`src/rtl/noc_vc_packet_arbiter_pkg.sv`:
```
// Shared NoC virtual-channel parameters and the packet arbiter state type.
package noc_vc_packet_arbiter_pkg;

    localparam int Noc_VC_Channel  = 4;
    localparam int Noc_VC_Id_Width = $clog2(Noc_VC_Channel);

    typedef enum logic {
        ARB_IDLE,
        ARB_LOCKED
    } arb_state_e;

endpackage

```
`src/rtl/noc_vc_packet_arbiter_rr_pick.sv`:
```
// Round-robin pick: first set request at or after ptr, cyclically.
// The request vector is doubled so the wrap-around falls out of a plain lowest-bit isolate.
module noc_rr_pick
    import noc_vc_packet_arbiter_pkg::*;
#(
    parameter int N = Noc_VC_Channel,
    localparam int PTR_W = (N > 1) ? $clog2(N) : 1
) (
    input  logic [N-1:0]     req,
    input  logic [PTR_W-1:0] ptr,
    output logic [N-1:0]     grant,
    output logic             any
);

    localparam logic [2*N-1:0] ONE = (2*N)'(1);

    logic [2*N-1:0] dbl;
    logic [2*N-1:0] masked;
    logic [2*N-1:0] lowest;

    always_comb begin
        dbl    = {req, req};
        // Low copy keeps positions >= ptr, high copy supplies the wrapped positions.
        masked = dbl & ~((ONE << ptr) - ONE);
        lowest = masked & (~masked + ONE);
        grant  = lowest[N-1:0] | lowest[2*N-1:N];
        any    = |req;
    end

endmodule

```
`src/rtl/noc_vc_packet_arbiter.sv`:
```
// Packet-level VC arbiter: round-robin over eligible channels, grant held from head
// to accepted tail so packets never interleave in the downstream merge FIFO.
module noc_vc_packet_arbiter
    import noc_vc_packet_arbiter_pkg::*;
#(
    parameter int CHANNELS = Noc_VC_Channel
) (
    input  logic                        noc_clk,
    input  logic                        noc_rst_n,
    input  logic [CHANNELS-1:0]         i_valid,
    input  logic [CHANNELS-1:0]         i_tail,
    input  logic [CHANNELS-1:0]         i_vc_ready,
    input  logic                        i_ready,
    output logic [CHANNELS-1:0]         o_vc_grant,
    output logic                        o_locked,
    output logic [$clog2(CHANNELS)-1:0] o_grant_id
);

    localparam int              ID_W    = $clog2(CHANNELS);
    localparam logic [ID_W-1:0] LAST_ID = ID_W'(CHANNELS - 1);

    arb_state_e          state;
    logic [ID_W-1:0]     rr_ptr;
    logic [ID_W-1:0]     next_ptr;
    logic [ID_W-1:0]     pick_ptr;
    logic [ID_W-1:0]     pick_id;
    logic [CHANNELS-1:0] eligible;
    logic [CHANNELS-1:0] pick_req;
    logic [CHANNELS-1:0] pick_grant;
    logic                pick_any;
    logic                fire;
    logic                tail_fire;

    function automatic logic [ID_W-1:0] encode(input logic [CHANNELS-1:0] onehot);
        logic [ID_W-1:0] id;
        id = '0;
        for (int i = 0; i < CHANNELS; i++) begin
            if (onehot[i]) id = id | ID_W'(i);
        end
        return id;
    endfunction

    always_comb begin
        eligible  = i_valid & i_vc_ready;
        fire      = (|(o_vc_grant & i_valid)) & i_ready;
        tail_fire = fire & i_tail[o_grant_id];
        next_ptr  = (o_grant_id == LAST_ID) ? '0 : o_grant_id + ID_W'(1);
        // On a tail the just-served channel drops to lowest priority and is excluded outright.
        if (state == ARB_LOCKED) begin
            pick_ptr = next_ptr;
            pick_req = eligible & ~o_vc_grant;
        end else begin
            pick_ptr = rr_ptr;
            pick_req = eligible;
        end
        pick_id = encode(pick_grant);
    end

    noc_rr_pick #(
        .N (CHANNELS)
    ) u_pick (
        .req   (pick_req),
        .ptr   (pick_ptr),
        .grant (pick_grant),
        .any   (pick_any)
    );

    always_ff @(posedge noc_clk or negedge noc_rst_n) begin
        if (!noc_rst_n) begin
            state      <= ARB_IDLE;
            rr_ptr     <= '0;
            o_vc_grant <= '0;
            o_grant_id <= '0;
            o_locked   <= 1'b0;
        end else begin
            case (state)
                ARB_IDLE: begin
                    if (pick_any) begin
                        state      <= ARB_LOCKED;
                        o_vc_grant <= pick_grant;
                        o_grant_id <= pick_id;
                        o_locked   <= 1'b1;
                    end
                end
                ARB_LOCKED: begin
                    if (tail_fire) begin
                        rr_ptr <= next_ptr;
                        if (pick_any) begin
                            o_vc_grant <= pick_grant;
                            o_grant_id <= pick_id;
                        end else begin
                            state      <= ARB_IDLE;
                            o_vc_grant <= '0;
                            o_grant_id <= '0;
                            o_locked   <= 1'b0;
                        end
                    end
                end
                default: begin
                    state      <= ARB_IDLE;
                    o_vc_grant <= '0;
                    o_grant_id <= '0;
                    o_locked   <= 1'b0;
                end
            endcase
        end
    end

endmodule

```
`config.mk`:
```
export PLATFORM = sky130hd
export DESIGN_NAME = noc_vc_packet_arbiter
export DESIGN_NICKNAME = d
export VERILOG_FILES = /design/src/rtl/noc_vc_packet_arbiter_pkg.sv /design/src/rtl/noc_vc_packet_arbiter_rr_pick.sv /design/src/rtl/noc_vc_packet_arbiter.sv
export SDC_FILE = /design/constraint.sdc
export NUM_CORES = 1
export LEC_CHECK = 0
export ABC_AREA = 1
export BUFFER_PORTS_ARGS = -buffer_cell sky130_fd_sc_hd__buf_2
export CAP_MARGIN = 20
export CORE_MARGIN = 2
export CORE_UTILIZATION = 50
export CTS_CLUSTER_DIAMETER = 60
export DETAILED_ROUTE_END_ITERATION = 10
export GPL_TIMING_DRIVEN = 0
export PLACE_DENSITY = 0.77
export SETUP_SLACK_MARGIN = 0.15
export SLEW_MARGIN = 30
export SYNTH_ARGS = -nofsm -noshare
export SYNTH_HDL_FRONTEND = slang
export SYNTH_HIERARCHICAL = 1
export SYNTH_SLANG_ARGS = --single-unit
```
`constraint.sdc`:
```
create_clock -name noc_clk -period 2.9 [get_ports noc_clk]
set_input_delay 0.29 -clock noc_clk [delete_from_list [all_inputs] [get_ports noc_clk]]
set_output_delay 0.29 -clock noc_clk [all_outputs]
set_load 0.05 [all_outputs]
```
---- Yosys cells after proc, flatten, opt, wreduce, memory -nomap -nowiden ----
Cells that the tools add are included.
Widths: inputs -> output; s select.
word-level totals
  input port bits ......................... 15
  flip-flop bits (word level) ............. 10
operators by class
  reductions and logical operators ........ 5
  magnitude comparators ................... 1
  bitwise operators ....................... 12
  mux-type cells .......................... 23
  $add $sub $neg .......................... 3
  eq/ne operators ......................... 4
  shifts and indexed selects .............. 1
operator list
  operator             number
  $and 8x8->8          2
  $mux 4               4
  $not 8->8            2
  $mux 2               7
  $and 4x4->4          3
  $add 8x1->8 const B  1
  $pmux 4 s2           1
  $reduce_or 4->1      2
  $shl 1x2->8 const A  1
  $sub 8x1->8 const B  1
  $mux 1               7
  $ne 2x2->1 const B   2
  $not 4->4            1
  $or 4x4->4           1
  $pmux 1 s2           2
  $pmux 2 s2           1
  $reduce_and 2->1     2
  $lt 2x3->1 const B   1
  $reduce_and 3->1     1
  $add 2x1->2 const B  1
  $and 1x1->1          2
  $bmux 1 s2           1
  $eq 2x2->1 const B   1
  $ne 2x1->1 const B   1
  $not 1->1            1

---- Longest topological paths before layout ----
  depth after elaboration ................. 17
  mapped depth ............................ 16
  depth with buffers taken out ............ 15

---- Hierarchy ----
Netlist, hierarchy kept.
modules (own cells, without submodules)
  module                 seq. area each (µm²)  area an instance (µm²)  instances  cells an instance
  noc_vc_packet_arbiter  250.2                 638.1                   1          89
  noc_rr_pick            0.0                   158.9                   1          31

---- Worst setup path before layout ----
Ideal clock, no wire load.
  kind .................................... flip-flop to flip-flop
  start ................................... register o_grant_id[0]
  end ..................................... register o_grant_id[0]
  arrival ................................. 2.257 ns
  stages on the path, launching flop included .. 15
  setup slack ............................. 0.523 ns
  required time ........................... 2.781 ns
  clock period less this slack ............ 2.377 ns
  setup time .............................. 0.119 ns
  cells stage by stage .................... dfrtp_1 -> ha_1 -> inv_1 -> o21ai_0 -> inv_1 -> nand2_1 -> ha_1 -> nand2_2 -> inv_1 -> nand2_1 -> o21ai_2 -> nand2_1 -> inv_1 -> o21ai_2 -> nand2_1
between the ends
  word-level cells in the longest chain between the ends .. 17
  elaborated cells on any way between the ends .. 24
  those cells by class .................... add/sub (3); eq/ne (2); shift (1); mux (11); bitwise (6); reduce/logical (1)
RTL lines
  item                                       RTL line                             RTL
  start: declaration                         noc_vc_packet_arbiter.sv:16          output logic [$clog2(CHANNELS)-1:0] o_grant_id
  start signal: assignment                   noc_vc_packet_arbiter.sv:81          o_grant_id <= pick_id;
  start signal: assignment                   noc_vc_packet_arbiter.sv:90          o_grant_id <= pick_id;
  $add 2x1->2 or $eq 2x2->1 (tied branches)  noc_vc_packet_arbiter.sv:47          next_ptr = (o_grant_id == LAST_ID) ? '0 : o_grant_id + ID_W'(1);
  $mux 2 (*)                                 noc_vc_packet_arbiter.sv:47
  net next_ptr[1]                            noc_vc_packet_arbiter.sv:24          logic [ID_W-1:0] next_ptr;
  $mux 2 (*)                                 noc_vc_packet_arbiter.sv:49          if (state == ARB_LOCKED) begin
  net pick_ptr[1]                            noc_vc_packet_arbiter.sv:25          logic [ID_W-1:0] pick_ptr;
  $shl 1x2->8 (*)                            noc_vc_packet_arbiter_rr_pick.sv:24  masked = dbl & ~((ONE << ptr) - ONE);
  $sub 8x1->8 (*)                            noc_vc_packet_arbiter_rr_pick.sv:24
  $not 8->8 (*)                              noc_vc_packet_arbiter_rr_pick.sv:24
  [... 3 more ...]                           --
  $and 8x8->8 (*)                            noc_vc_packet_arbiter_rr_pick.sv:25  lowest = masked & (~masked + ONE);
  $or 4x4->4 (*)                             noc_vc_packet_arbiter_rr_pick.sv:26  grant = lowest[N-1:0] | lowest[2*N-1:N];
  net pick_grant[1]                          noc_vc_packet_arbiter.sv:29          logic [CHANNELS-1:0] pick_grant;
  $mux 1 (*)                                 noc_vc_packet_arbiter.sv:38          if (onehot[i]) id = id | ID_W'(i);
  $mux 2 (*) (2 in series)                   noc_vc_packet_arbiter.sv:38
  $mux 2                                     noc_vc_packet_arbiter.sv:88          if (pick_any) begin
  $mux 2                                     noc_vc_packet_arbiter.sv:86          if (tail_fire) begin
  $pmux 2 s2 (*)                             noc_vc_packet_arbiter.sv:76          case (state)
Mark *: on every way through the listed nets, which the timed path passes. The rest lies on a longest branch. The select of a mux whose other input is x is not followed.
A chain may end at the register's enable or synchronous reset.

---- Final worst setup path ----
  start ................................... register o_grant_id[0]
  end ..................................... register o_grant_id[1]
between the ends
  elaborated cells on any way between the ends .. 23
  those cells by class .................... add/sub (3); eq/ne (2); shift (1); mux (10); bitwise (6); reduce/logical (1)
RTL lines
  item                                       RTL line
  $add 2x1->2 or $eq 2x2->1 (tied branches)  noc_vc_packet_arbiter.sv:47
  $mux 2 (*)                                 noc_vc_packet_arbiter.sv:47
  net next_ptr[1]                            noc_vc_packet_arbiter.sv:24
  $mux 2 (*)                                 noc_vc_packet_arbiter.sv:49
  net pick_ptr[1]                            noc_vc_packet_arbiter.sv:25
  $shl 1x2->8 (*)                            noc_vc_packet_arbiter_rr_pick.sv:24
  $sub 8x1->8 (*)                            noc_vc_packet_arbiter_rr_pick.sv:24
  $not 8->8 (*)                              noc_vc_packet_arbiter_rr_pick.sv:24
  [... 2 more ...]                           --
  $add 8x1->8                                noc_vc_packet_arbiter_rr_pick.sv:25
  $and 8x8->8 (*)                            noc_vc_packet_arbiter_rr_pick.sv:25
  $or 4x4->4 (*)                             noc_vc_packet_arbiter_rr_pick.sv:26
  net pick_grant[3]                          noc_vc_packet_arbiter.sv:29
  $mux 2 (*)                                 noc_vc_packet_arbiter.sv:38
  $mux 2                                     noc_vc_packet_arbiter.sv:88
  $mux 2                                     noc_vc_packet_arbiter.sv:86
  $pmux 2 s2 (*)                             noc_vc_packet_arbiter.sv:76
Marks and branches as above.

==> metrics.md <==
| Metric | Value |
|---|---|
| Post-cts sizing count | 0 |
| Final WL | 1.70 mm |
| Rel. slew slack | 71.2% |
| Layout area overhead | 21.5% |
| Placed insts | 157 |
| Critical path arrival | 2.50 ns |
| Antenna fix cells | 0 |
| Antenna Nets Post-Route | 0 |
| Critical Path RT | 3.11 ns |
| Starting Density | 52.9% |
| RSZ-0062 raised after global routing | false |
| Post-synth top cells | nand2_1, inv_1, dfrtp_1, nand3_1 |
| H-tree levels | 1 |
| I/O pin count | 22 |
| Crit path from | o_grant_id[0]$_DFFE_PN0P_ |
| Max_cap viols | 0 |
| Core area | 1510 um^2 |
| I/O Buffers | 21 |
| CTS tree | done |
| Cts bufs inserted | 3 |
| DRT iter0 DRCs | 12 |
| Post-synth top flop | dfrtp_1 |
| Fin crit period | 2.30 ns |
| DP Worst Slack | 0.600 ns |
| DRC | 0 |
| Die X | 43.9 um |
| Die height | 43.9 um |
| Row cnt | 14 |
| Comb power frac | 59.3% |
| Power, Total | 874 uW |
| Syn avg cell area | 6.64 um^2 |
| EDFF count, synth | 0 |
| Maximum clock frequency | 435 MHz |
| Longest Clk Path Bufs | 2 |
| Largest fanout on the critical path | 9 |
| Setup crit start kind | flop |
| Synth Net Count | 137 |
| Critical path's largest stage delay | 0.46 ns |
| P_leak | 0.577 nW |
| Clk root buf | clkbuf_4 |
| Worst min-delay path class | primary input to asynchronous set/reset pin |
| WL per Instance | 10.5 um |
| CP bufs+invs | 3 |
| Sw Ratio | 51.5% |
| Synth area leaders | dfrtp_1, nand2_1, inv_1, nand3_1, a21oi_1 |
| Final hold violation count | 0 |
| Share of cells above drive strength 1 | 28.8% |
| PD cells | 902 nW/um^2 |
| Int Pwr | 423 uW |
| Most used cell, CP | nand2_1 |
| Grt total ovfl | 0 |
| Slowest CP cell | dfrtp_1 |
| Register area share after synthesis | 31.4% |
| Synth unique cells | 19 |
| Post-CTS setup buffers | 0 |
| Count leader, synth | nand2_1 |
| Seq cells post-synth | 10 |
| Finished Layout Cells | 162 |
| Crit Reg-Reg Startpoint | o_grant_id[0]$_DFFE_PN0P_ |
| Crit-path cells | ha_1 -> inv_1 -> o21ai_0 -> inv_1 -> nand2_1 -> ha_1 -> nand2_2 -> nand2_1 -> nor2_1 -> nand2_1 -> inv_1 -> o21ai_1 -> nand2_1 |
| Slew Viols, Final | 0 |
| Vias | 809 |
| Post-Syn Instances | 120 |
| Cell area after synthesis | 797 um^2 |
| Maximum vdd drop | 0.000629 V |
| Slew @ Worst Pin | 0.427 ns |
| Reg2Reg Setup Slack | 0.60 ns |
| Seq pwr share | 26.0% |
| Pre-antenna DRT Iters | 4 |
| Largest net degree at the start of global routing | 11 |
| Setup CP Type | flop to flop |
| Critical Path Sink Type | flop |
| Share of the synthesized area in the top cell type | 31.4% |
| Status | finished, final reports clean |
| Hpwl dp | 1.35 mm |
| YS warnings | 6 |
| Vias in the first global route | 753 |
| Clk sink count | 10 |
| DP Area | 922 um^2 |
| Critical path's top delay family | adder cells |
| Final net count | 164 |
| Crit share post-route | 79.2% |
| Dominant cell type by area after synthesis | dfrtp_1 |
| Cell area after layout | 968 um^2 |
| Total track usage | 20.2% |
| FFs w/ async S/R, synth | 100% |
| Sw power | 450 uW |
| Final Setup Violations | 0 |
| Cts hold-fix bufs | 1 |
| Clk network pwr share | 14.6% |
| Clk_skew | 0.00670 ns |
| Die area | 1930 um^2 |
| Worst-path clk slew | 0.07 ns |
| Final worst slack | 0.603 ns |
| First-pass GRT wire length | 2.90 mm |
| Setup Total Neg Slack | 0 ns |
| Initial antenna violation count | 0 |
| Vias per cell | 4.99 |
| Clk_lat worst skew | 0.27 ns |
| Routability cong. | 0.774 |
[power by group through the flow]
stage | Sequential [mW] | Clock, mW | Combinational [mW]
after floorplan | 0.332 | 0 | 0.316
after global placement | 0.228 | 0 | 0.510
after detailed placement | 0.230 | 0 | 0.521
after CTS | 0.228 | 0.131 | 0.525
after global routing | 0.238 | 0.136 | 0.578
final | 0.227 | 0.128 | 0.518
[metal layers]
metal	routed length (um)	GRT usage, %	share of wire (%)	up-vias
met5	0	0	0	-
met4	0	3.64	0	0
met3	118	6.25	6.9	0
met2	808	37.4	48	29
met1	773	22.5	45	353
li1	-	-	-	427
[layout by cell type, fill, tap and decap left out, drive strengths merged]
cell type	netlist	layout
a21oi	7	7
o21ai	8	8
nand4	2	2
dlygate4sd3	0	1
dfrtp	10	10
nor2	11	11
nand2	50	50
or2	1	1
inv	18	18
clkbuf	1	5
buf	0	21
nand3	10	10
ha	2	2
[per-stage QoR]
stage                     util (%)  hold WS (ns)
after floorplan                  -      -0.00559
after global placement        61.2         0.160
after detailed placement      61.2         0.165
after CTS                     64.3         0.410
after global routing          64.3         0.413
final                         64.3         0.407
[layout make-up]
cell class | instances | area (um^2)
buffer | 1 | 13.8
clock buffer | 4 | 36.3
fill | 154 | 538
inverter | 18 | 67.6
multi-input combinational | 91 | 465
sequential | 10 | 250
tap | 16 | 20.0
timing repair buffer | 22 | 115
[kinds of logic (layout without fill, tap and decap cells)]
logic type                 after synthesis  count (layout)  synth area share [%]
DFF                                     10              10                  31.4
AOI/OAI and AO/OA                       15              15                  11.3
buffers and inverters                   19              45                  10.2
adders and majority gates                2               2                  3.14
and+or+nand+nor                         74              74                  44.0
[registers in the layout, indices dropped and copies added (netlist names)]
signal and count:
o_grant_id 2, o_locked 1, state 1, o_vc_grant 4, rr_ptr 2
[worst register-to-register path, delay by kind of cell (launching register included)]
kind,cells,cell delay (ns)
flops,1,0.46
fa+ha+maj,2,0.56
buf+inv,3,0.30
simple gates,6,0.49
compound gates,2,0.42
[worst paths after layout]
path                            cells past startpoint                         to
worst max-delay path                               13  o_grant_id[1]$_DFFE_PN0P_
max in group asynchronous                           2  o_grant_id[0]$_DFFE_PN0P_
min in group noc_clk                                6       o_locked$_DFFE_PN0P_
worst max register to register                     13  o_grant_id[1]$_DFFE_PN0P_
worst min-delay path                                2       o_locked$_DFFE_PN0P_
worst min register to register                      2      rr_ptr[0]$_DFFE_PN0P_
Power figures use the tool's default switching activity.
